[config.mk]
export PLATFORM = sky130hd
export DESIGN_NAME = key_input_ctrl
export DESIGN_NICKNAME = d
export VERILOG_FILES = /design/src/rtl/key_input_pkg.sv /design/src/rtl/key_channel.sv /design/src/rtl/key_input_ctrl.sv
export SDC_FILE = /design/constraint.sdc
export NUM_CORES = 1
export LEC_CHECK = 0
export CELL_PAD_IN_SITES_DETAIL_PLACEMENT = 1
export CELL_PAD_IN_SITES_GLOBAL_PLACEMENT = 2
export CORE_UTILIZATION = 41
export CTS_BUF_LIST = sky130_fd_sc_hd__clkbuf_8 sky130_fd_sc_hd__clkbuf_16
export DETAILED_ROUTE_END_ITERATION = 7
export GPL_ROUTABILITY_DRIVEN = 0
export PLACE_DENSITY = 0.93
export REMOVE_ABC_BUFFERS = 1
export SETUP_SLACK_MARGIN = 0.1
export SYNTH_ARGS = -nofsm -noshare
export SYNTH_HDL_FRONTEND = slang
export SYNTH_SLANG_ARGS = --single-unit
export TNS_END_PERCENT = 20
[constraint.sdc]
create_clock -name i_clk -period 2.8 [get_ports i_clk]
set_clock_uncertainty 0.15 [all_clocks]
set_input_delay 0.56 -clock i_clk [delete_from_list [all_inputs] [get_ports i_clk]]
set_output_delay 0.56 -clock i_clk [all_outputs]
set_load 0.02 [all_outputs]
[src/rtl/key_input_pkg.sv]
// Shared types and width helpers for the key input front end.
package key_input_pkg;

  typedef enum logic [1:0] {
    RELEASED    = 2'd0,
    HOLD_DELAY  = 2'd1,
    HOLD_REPEAT = 2'd2
  } rep_state_t;

  // Bits needed to count 0..n-1 (at least one bit).
  function automatic int unsigned cnt_width(input int unsigned n);
    return (n <= 2) ? 1 : $clog2(n);
  endfunction

  function automatic int unsigned max_u(input int unsigned a, input int unsigned b);
    return (a > b) ? a : b;
  endfunction

endpackage

[src/rtl/key_channel.sv]
// One key channel: synchroniser, cycle-count debounce, polarity fix-up,
// press/release edge pulses and a per-channel auto-repeat FSM.
module key_channel
  import key_input_pkg::*;
#(
  parameter bit          ACTIVE_LOW    = 1'b1,
  parameter int unsigned SYNC_STAGES   = 2,
  parameter int unsigned DB_CYCLES     = 100000,
  parameter int unsigned REPEAT_DELAY  = 25000000,
  parameter int unsigned REPEAT_PERIOD = 5000000
) (
  input  logic i_clk,
  input  logic i_reset_n,
  input  logic i_raw,
  input  logic i_repeat_en,
  output logic o_pressed,
  output logic o_press,
  output logic o_release,
  output logic o_repeat
);

  localparam logic            IDLE    = ACTIVE_LOW;
  localparam int unsigned     DBW     = cnt_width(DB_CYCLES);
  localparam int unsigned     RPW     = cnt_width(max_u(REPEAT_DELAY, REPEAT_PERIOD));
  localparam logic [DBW-1:0]  DB_LAST = DBW'(DB_CYCLES - 1);
  localparam logic [RPW-1:0]  RD_LAST = RPW'(REPEAT_DELAY - 1);
  localparam logic [RPW-1:0]  RP_LAST = RPW'(REPEAT_PERIOD - 1);

  logic [SYNC_STAGES-1:0] r_sync;
  logic [DBW-1:0]         r_db_cnt;
  logic                   r_pressed;
  logic                   r_press;
  logic                   r_release;
  logic                   r_repeat;
  rep_state_t             r_state;
  logic [RPW-1:0]         r_rp_cnt;

  logic                   w_lvl;
  logic                   w_db_done;
  logic                   w_rise;
  logic                   w_fall;
  rep_state_t             w_state_nxt;
  logic [RPW-1:0]         w_rp_cnt_nxt;
  logic                   w_repeat_nxt;

  // Synchroniser chain, parked at the idle pin level in reset.
  always_ff @(posedge i_clk or negedge i_reset_n) begin
    if (!i_reset_n) r_sync <= {SYNC_STAGES{IDLE}};
    else            r_sync <= {r_sync[SYNC_STAGES-2:0], i_raw};
  end

  assign w_lvl     = r_sync[SYNC_STAGES-1] ^ ACTIVE_LOW;
  assign w_db_done = (w_lvl != r_pressed) && (r_db_cnt == DB_LAST);
  assign w_rise    = w_db_done &  w_lvl;
  assign w_fall    = w_db_done & ~w_lvl;

  // Debounce filter; press/release are registered on the same edge as the level.
  always_ff @(posedge i_clk or negedge i_reset_n) begin
    if (!i_reset_n) begin
      r_db_cnt  <= '0;
      r_pressed <= 1'b0;
      r_press   <= 1'b0;
      r_release <= 1'b0;
    end else begin
      r_press   <= w_rise;
      r_release <= w_fall;
      if (w_lvl == r_pressed) begin
        r_db_cnt <= '0;
      end else if (r_db_cnt == DB_LAST) begin
        r_pressed <= w_lvl;
        r_db_cnt  <= '0;
      end else begin
        r_db_cnt <= r_db_cnt + DBW'(1);
      end
    end
  end

  // Repeat FSM state, counter and pulse register.
  always_ff @(posedge i_clk or negedge i_reset_n) begin
    if (!i_reset_n) begin
      r_state  <= RELEASED;
      r_rp_cnt <= '0;
      r_repeat <= 1'b0;
    end else begin
      r_state  <= w_state_nxt;
      r_rp_cnt <= w_rp_cnt_nxt;
      r_repeat <= w_repeat_nxt;
    end
  end

  // Repeat FSM next state; a falling level overrides everything so no
  // repeat can coincide with the release pulse.
  always_comb begin
    w_state_nxt  = r_state;
    w_rp_cnt_nxt = r_rp_cnt + RPW'(1);
    w_repeat_nxt = 1'b0;
    case (r_state)
      RELEASED: begin
        w_rp_cnt_nxt = '0;
        if (w_rise) w_state_nxt = HOLD_DELAY;
      end
      HOLD_DELAY: begin
        if (!i_repeat_en) begin
          w_rp_cnt_nxt = '0;
        end else if (r_rp_cnt == RD_LAST) begin
          w_repeat_nxt = 1'b1;
          w_rp_cnt_nxt = '0;
          w_state_nxt  = HOLD_REPEAT;
        end
      end
      HOLD_REPEAT: begin
        if (!i_repeat_en) begin
          w_rp_cnt_nxt = '0;
          w_state_nxt  = HOLD_DELAY;
        end else if (r_rp_cnt == RP_LAST) begin
          w_repeat_nxt = 1'b1;
          w_rp_cnt_nxt = '0;
        end
      end
      default: begin
        w_rp_cnt_nxt = '0;
        w_state_nxt  = RELEASED;
      end
    endcase
    if (w_fall) begin
      w_state_nxt  = RELEASED;
      w_rp_cnt_nxt = '0;
      w_repeat_nxt = 1'b0;
    end
  end

  assign o_pressed = r_pressed;
  assign o_press   = r_press;
  assign o_release = r_release;
  assign o_repeat  = r_repeat;

endmodule

[src/rtl/key_input_ctrl.sv]
// Push-button / switch front end: W independent debounced channels with
// press, release and auto-repeat pulses, plus a combined press flag.
module key_input_ctrl
  import key_input_pkg::*;
#(
  parameter int unsigned W             = 4,
  parameter bit          ACTIVE_LOW    = 1'b1,
  parameter int unsigned SYNC_STAGES   = 2,
  parameter int unsigned DB_CYCLES     = 100000,
  parameter int unsigned REPEAT_DELAY  = 25000000,
  parameter int unsigned REPEAT_PERIOD = 5000000
) (
  input  logic         i_clk,
  input  logic         i_reset_n,
  input  logic [W-1:0] i_raw_in,
  input  logic [W-1:0] i_repeat_en,
  output logic [W-1:0] o_pressed,
  output logic [W-1:0] o_press,
  output logic [W-1:0] o_release,
  output logic [W-1:0] o_repeat,
  output logic         o_any_press
);

  for (genvar g = 0; g < W; g++) begin : gen_ch
    key_channel #(
      .ACTIVE_LOW    (ACTIVE_LOW),
      .SYNC_STAGES   (SYNC_STAGES),
      .DB_CYCLES     (DB_CYCLES),
      .REPEAT_DELAY  (REPEAT_DELAY),
      .REPEAT_PERIOD (REPEAT_PERIOD)
    ) u_ch (
      .i_clk       (i_clk),
      .i_reset_n   (i_reset_n),
      .i_raw       (i_raw_in[g]),
      .i_repeat_en (i_repeat_en[g]),
      .o_pressed   (o_pressed[g]),
      .o_press     (o_press[g]),
      .o_release   (o_release[g]),
      .o_repeat    (o_repeat[g])
    );
  end

  // Combined press flag from the registered per-channel pulses.
  always_comb o_any_press = |o_press;

endmodule
After elaboration in Yosys (flattened, before gate mapping). Cells that the tools add are included.

Register bits: 200. Input port bits: 10.

Add/sub/neg operators: 8. Eq/ne operators: 44. Mux-type cells: 80. Bitwise operators: 16. Reduce and logical (&&, ||, !) cells: 17.

Operators with widths (count): $mux W25 (20); $pmux W25 S2 (4); $mux W17 (8); $add A25 B1 Y25 const B (4); $eq A25 B23 Y1 const B (4); $eq A25 B25 Y1 const B (4); $add A17 B1 Y17 const B (4); $eq A17 B17 Y1 const B (4); $mux W2 (20); $ne A3 B1 Y1 const B (8); $ne A3 B2 Y1 const B (8); $pmux W2 S3 (4); $mux W1 (20); $reduce_and A4 Y1 (4); $and A1 B1 Y1 (8); $eq A2 B1 Y1 const B (4); $eq A2 B2 Y1 const B (4); $logic_not A2 Y1 (4); $not A1 Y1 (8); $pmux W1 S2 (4); $reduce_and A2 Y1 (4); $eq A1 B1 Y1 (4); $logic_and A1 B1 Y1 (4); $ne A1 B1 Y1 (4); $reduce_or A4 Y1 (1).

Depth between registers and ports, before layout.
Word-level depth: 7. Depth in mapped cells: 8. Depth with buffers taken out: 7.

Hierarchy. A second synthesis with hierarchy kept.

Cell total of the unflattened synthesis: 1010. Area total of the unflattened synthesis: 9977.1 µm².

By module, submodules not included: key_channel (gen_ch[0].u_ch ...) (times used 3, cells each 251, area an instance 2486.1 µm²); key_channel (gen_ch[3].u_ch) (times used 1, cells each 256, area an instance 2511.2 µm²); key_input_ctrl (times used 1, cells each 1, area an instance 7.5 µm²).

Worst setup path before layout. OpenSTA, ideal clock, no wires.

Path kind: flip-flop to flip-flop. From: register gen_ch[0].u_ch.r_db_cnt[5]. To: register gen_ch[0].u_ch.r_rp_cnt[17]. Library setup time: 0.119 ns. Data arrival time: 1.863 ns. Path slack: 0.668 ns. Stages on the path, launching flop included: 7. Buffers on the path: 1. Path through: dfrtp_1 > or4bb_1 > or4_4 > nor2_4 > a211o_4 > buf_6 > nor2_1.

Cells in the longest elaborated chain, start to end: 4.

Ends and longest elaborated chain: start: declaration (RTL line key_channel.sv:30) `logic [DBW-1:0] r_db_cnt;`; start signal: assignment (RTL line key_channel.sv:73) `r_db_cnt <= r_db_cnt + DBW'(1);`; $eq A17 B17 Y1 (RTL line key_channel.sv:53) `assign w_db_done = (w_lvl != r_pressed) && (r_db_cnt == DB_LAST);`; $logic_and A1 B1 Y1 (RTL line key_channel.sv:53); $and A1 B1 Y1 (RTL line key_channel.sv:55) `assign w_fall = w_db_done & ~w_lvl;`; named net gen_ch[0].u_ch.w_fall (RTL line key_channel.sv:41) `logic w_fall;`; $mux W25 (RTL line key_channel.sv:125) `if (w_fall) begin`; named net gen_ch[0].u_ch.w_rp_cnt_nxt[17] (RTL line key_channel.sv:43) `logic [RPW-1:0] w_rp_cnt_nxt;`; end signal: assignment (RTL line key_channel.sv:86) `r_rp_cnt <= w_rp_cnt_nxt;`; end: declaration (RTL line key_channel.sv:36) `logic [RPW-1:0] r_rp_cnt;`.

The timed path passes the listed nets, and every way through them passes these cells. A chain may end at the register's enable or synchronous reset.

Worst setup path after layout.
From: register gen_ch[1].u_ch.r_press. To: output o_any_press.

Cells in the longest elaborated chain, start to end: 1.

Ends and longest elaborated chain: start: declaration (RTL line key_channel.sv:32) `logic r_press;`; start signal: assignment (RTL line key_channel.sv:65) `r_press <= w_rise;`; $reduce_or A4 Y1 (RTL line key_input_ctrl.sv:44) `always_comb o_any_press = |o_press;`; end: declaration (RTL line key_input_ctrl.sv:21) `output logic o_any_press`.

Every way passes these cells.

==> summary.md <==
| Metric | Value |
|---|---|
| Status | `finished clean` |
| DR vias | `7494` |
| Number of synthesis warnings | `0` |
| Final setup fails | `0` |
| Die Height | `160 um` |
| Max-Cap Viols | `0` |
| Worst path slowest cell | `clkdlybuf4s50_1` |
| Num rows | `57` |
| Starting DRC count in detailed routing | `347` |
| Synth area leaders | `dfrtp_1 47%, nor2_1 7.3%, xor2_1 7.1%, xnor2_1 5.8%, nand3_1 3.2%` |
| Fmax | `381 MHz` |
| Layout cell share with drive strength beyond 1 | `6.79%` |
| Multi-input combinational cell area | `4870 um2` |
| Pleak | `4.68 nW` |
| Fin crit share | `93.8%` |
| Final HPWL DP | `15300 um` |
| Root Driver | `clkbuf_16` |
| Die X | `160 um` |
| Flops & latches, synth | `200` |
| Cell family with most CP delay | `buffers and inverters` |
| First-pass GRT wire length | `40200 um` |
| Filler Cells Inserted | `2766` |
| Avg WL per Cell | `16.0 um` |
| Register Area | `5010 um2` |
| Antenna-violating nets left | `0` |
| Worst hold path type | `reg2reg` |
| Relative slew slack | `51.6%` |
| Final hold violation count | `0` |
| Worst-case clock buffer depth | `2` |
| Final core occ | `47.0%` |
| WP buf/inv | `1` |
| Worst setup EP type | `output port` |
| Post-Syn Area | `10200 um2` |
| Critical Path AT | `1920 ps` |
| Syn Inst Count | `1051` |
| Initial antenna violation count | `0` |
| Ant. Diodes | `0` |
| Max IR drop VDD | `0.000330 V` |
| Die ar. | `25600 um2` |
| Synth top cells by count | `200 x nor2_1, 192 x dfrtp_1, 83 x xor2_1` |
| Critical Path RT | `2090 ps` |
| Clock transition at path regs | `70 ps` |
| Post-synth top flop | `dfrtp_1` |
| Tmin final | `2630 ps` |
| Port Buffers | `26` |
| Total power | `0.00582 W` |
| Ys async rst share | `100%` |
| Worst-path cell chain | `or4_1 -> clkdlybuf4s50_1` |
| Leading area contributor after synthesis | `dfrtp_1` |
| DRC | `0` |
| Layout net count | `1111` |
| PwrDens | `508 nW/um2` |
| Syn Area/Cell | `9.74 um2` |
| Slew Viols, Final | `0` |
| Area Growth Syn to Fin | `12.0%` |
| # clock sinks | `200` |
| TritonCTS clock tree | `done` |
| Iteration count of the initial detailed-routing pass | `4` |
| Core Region | `24400 um2` |
| CTS buffer count | `17` |
| Max FO, Critical Path | `2` |
| Largest net degree at the start of global routing | `59` |
| Most common cell in the netlist | `nor2_1` |
| CP Launch Type | `flip-flop` |
| Clock Latency Late Sink | `430 ps` |
| Vias in the first global route | `8229` |
| Largest stage delay on the critical path | `550 ps` |
| Synth cell types | `57` |
| Slew @ Worst Pin | `727 ps` |
| RSZ-0062 raised after global routing | `false` |
| Hold_ws | `203 ps` |
| Post-synthesis sequential area ratio | `49.0%` |
| Aggregate global-route resource usage | `19.0%` |
| Total Routed Length | `22600 um` |
| CTS H-tree depth | `4` |
| Critical path type | `reg2out` |
| Yosys top cell area share | `46.9%` |
| Post-synth EDFFs | `0` |
| Vias per cell | `5.30` |
| Final setup TNS | `0 ps` |
| Remaining Overflow, GRT | `0` |
| Initial Util | `42.0%` |
| Boundary Pins | `27` |
[layout by cell type (no fill, tap or decap), types with 9 or more instances in the layout]
cell               n
or3_1              9
clkbuf_16         17
inv_1             33
buf_4             15
or4_1              9
o21ai_0           14
nor4_1            17
nand4_1           46
nand2_1           81
nor3_1            31
nand3_1           66
clkdlybuf4s50_1   25
xnor2_1           68
and4_1            13
nor2_1           200
dfrtp_1          192
and3_1            30
ha_1              24
xor2_1            83
nor4bb_1          10
[area by class of cell]
cell class / count / share of cell area [%]
clock buffers: 18 / 3.83
clock inverters: 14 / 1.78
inverters: 31 / 1.01
multi-input cells: 783 / 42.4
flip-flops and latches: 200 / 43.7
well taps: 324 / 3.53
repair buffers: 44 / 3.72
[worst paths after layout]
path	cells past startpoint	slack, ps	start	endpoint
max in group asynchronous	3	1220	i_reset_n	gen_ch[3].u_ch.r_sync[0]
min	0	200	gen_ch[2].u_ch.r_sync[0]	gen_ch[2].u_ch.r_sync[1]
min reg2reg	0	200	gen_ch[2].u_ch.r_sync[0]	gen_ch[2].u_ch.r_sync[1]
min in group asynchronous	2	510	i_reset_n	gen_ch[2].u_ch.r_rp_cnt[17]
max reg2reg	6	380	gen_ch[3].u_ch.r_rp_cnt[10]	gen_ch[3].u_ch.r_rp_cnt[2]
max	2	170	gen_ch[1].u_ch.o_press	o_any_press
[through the flow]
step	std cells	setup WS (ps)	instance area [um2]
after floorplan	1014	560	10000
after global placement	1381	476	10800
after detailed placement	1381	378	10800
after CTS	1414	146	11500
after global routing	1414	125	11500
final	1414	174	11500
[power breakdown]
| group | switching [W] | internal, W |
|---|---|---|
| Combinational | 0.000117 | 0.0000518 |
| Clock | 0.00110 | 0.00161 |
| Sequential | 0.0000278 | 0.00292 |
| Total | 0.00125 | 0.00458 |
[routing by layer]
layer | GRT usage [%] | vias to the layer above | part of all wire [%]
li1 | - | 3646 | -
met1 | 25.2 | 3789 | 48
met2 | 32.0 | 40 | 49
met3 | 2.65 | 19 | 1.4
met4 | 6.02 | 0 | 1.2
met5 | 0 | - | 0
[cell families after synthesis]
group           Yosys count  share of synthesized area [%]
buf+inv                  68                           3.52
fa+ha+maj                24                           2.93
mux                       6                          0.586
xor+xnor                151                           12.9
flops                   200                           49.0
compound gates           43                           3.02
simple gates            559                           28.1
[repair_timing]
action	4_1_cts	5_1_grt
setup buffers	0	0
hold endpoints to repair	52	0
hold buffers	1	0
resized for setup	0	0
[state kept, by name (all words and copies together) (netlist names)]
name                   flops
gen_ch.u_ch.o_repeat       4
gen_ch.u_ch.o_release      4
gen_ch.u_ch.r_db_cnt      68
gen_ch.u_ch.r_rp_cnt     100
gen_ch.u_ch.o_press        4
gen_ch.u_ch.r_state        8
gen_ch.u_ch.o_pressed      4
gen_ch.u_ch.r_sync         8
Power figures use the tool's default switching activity.
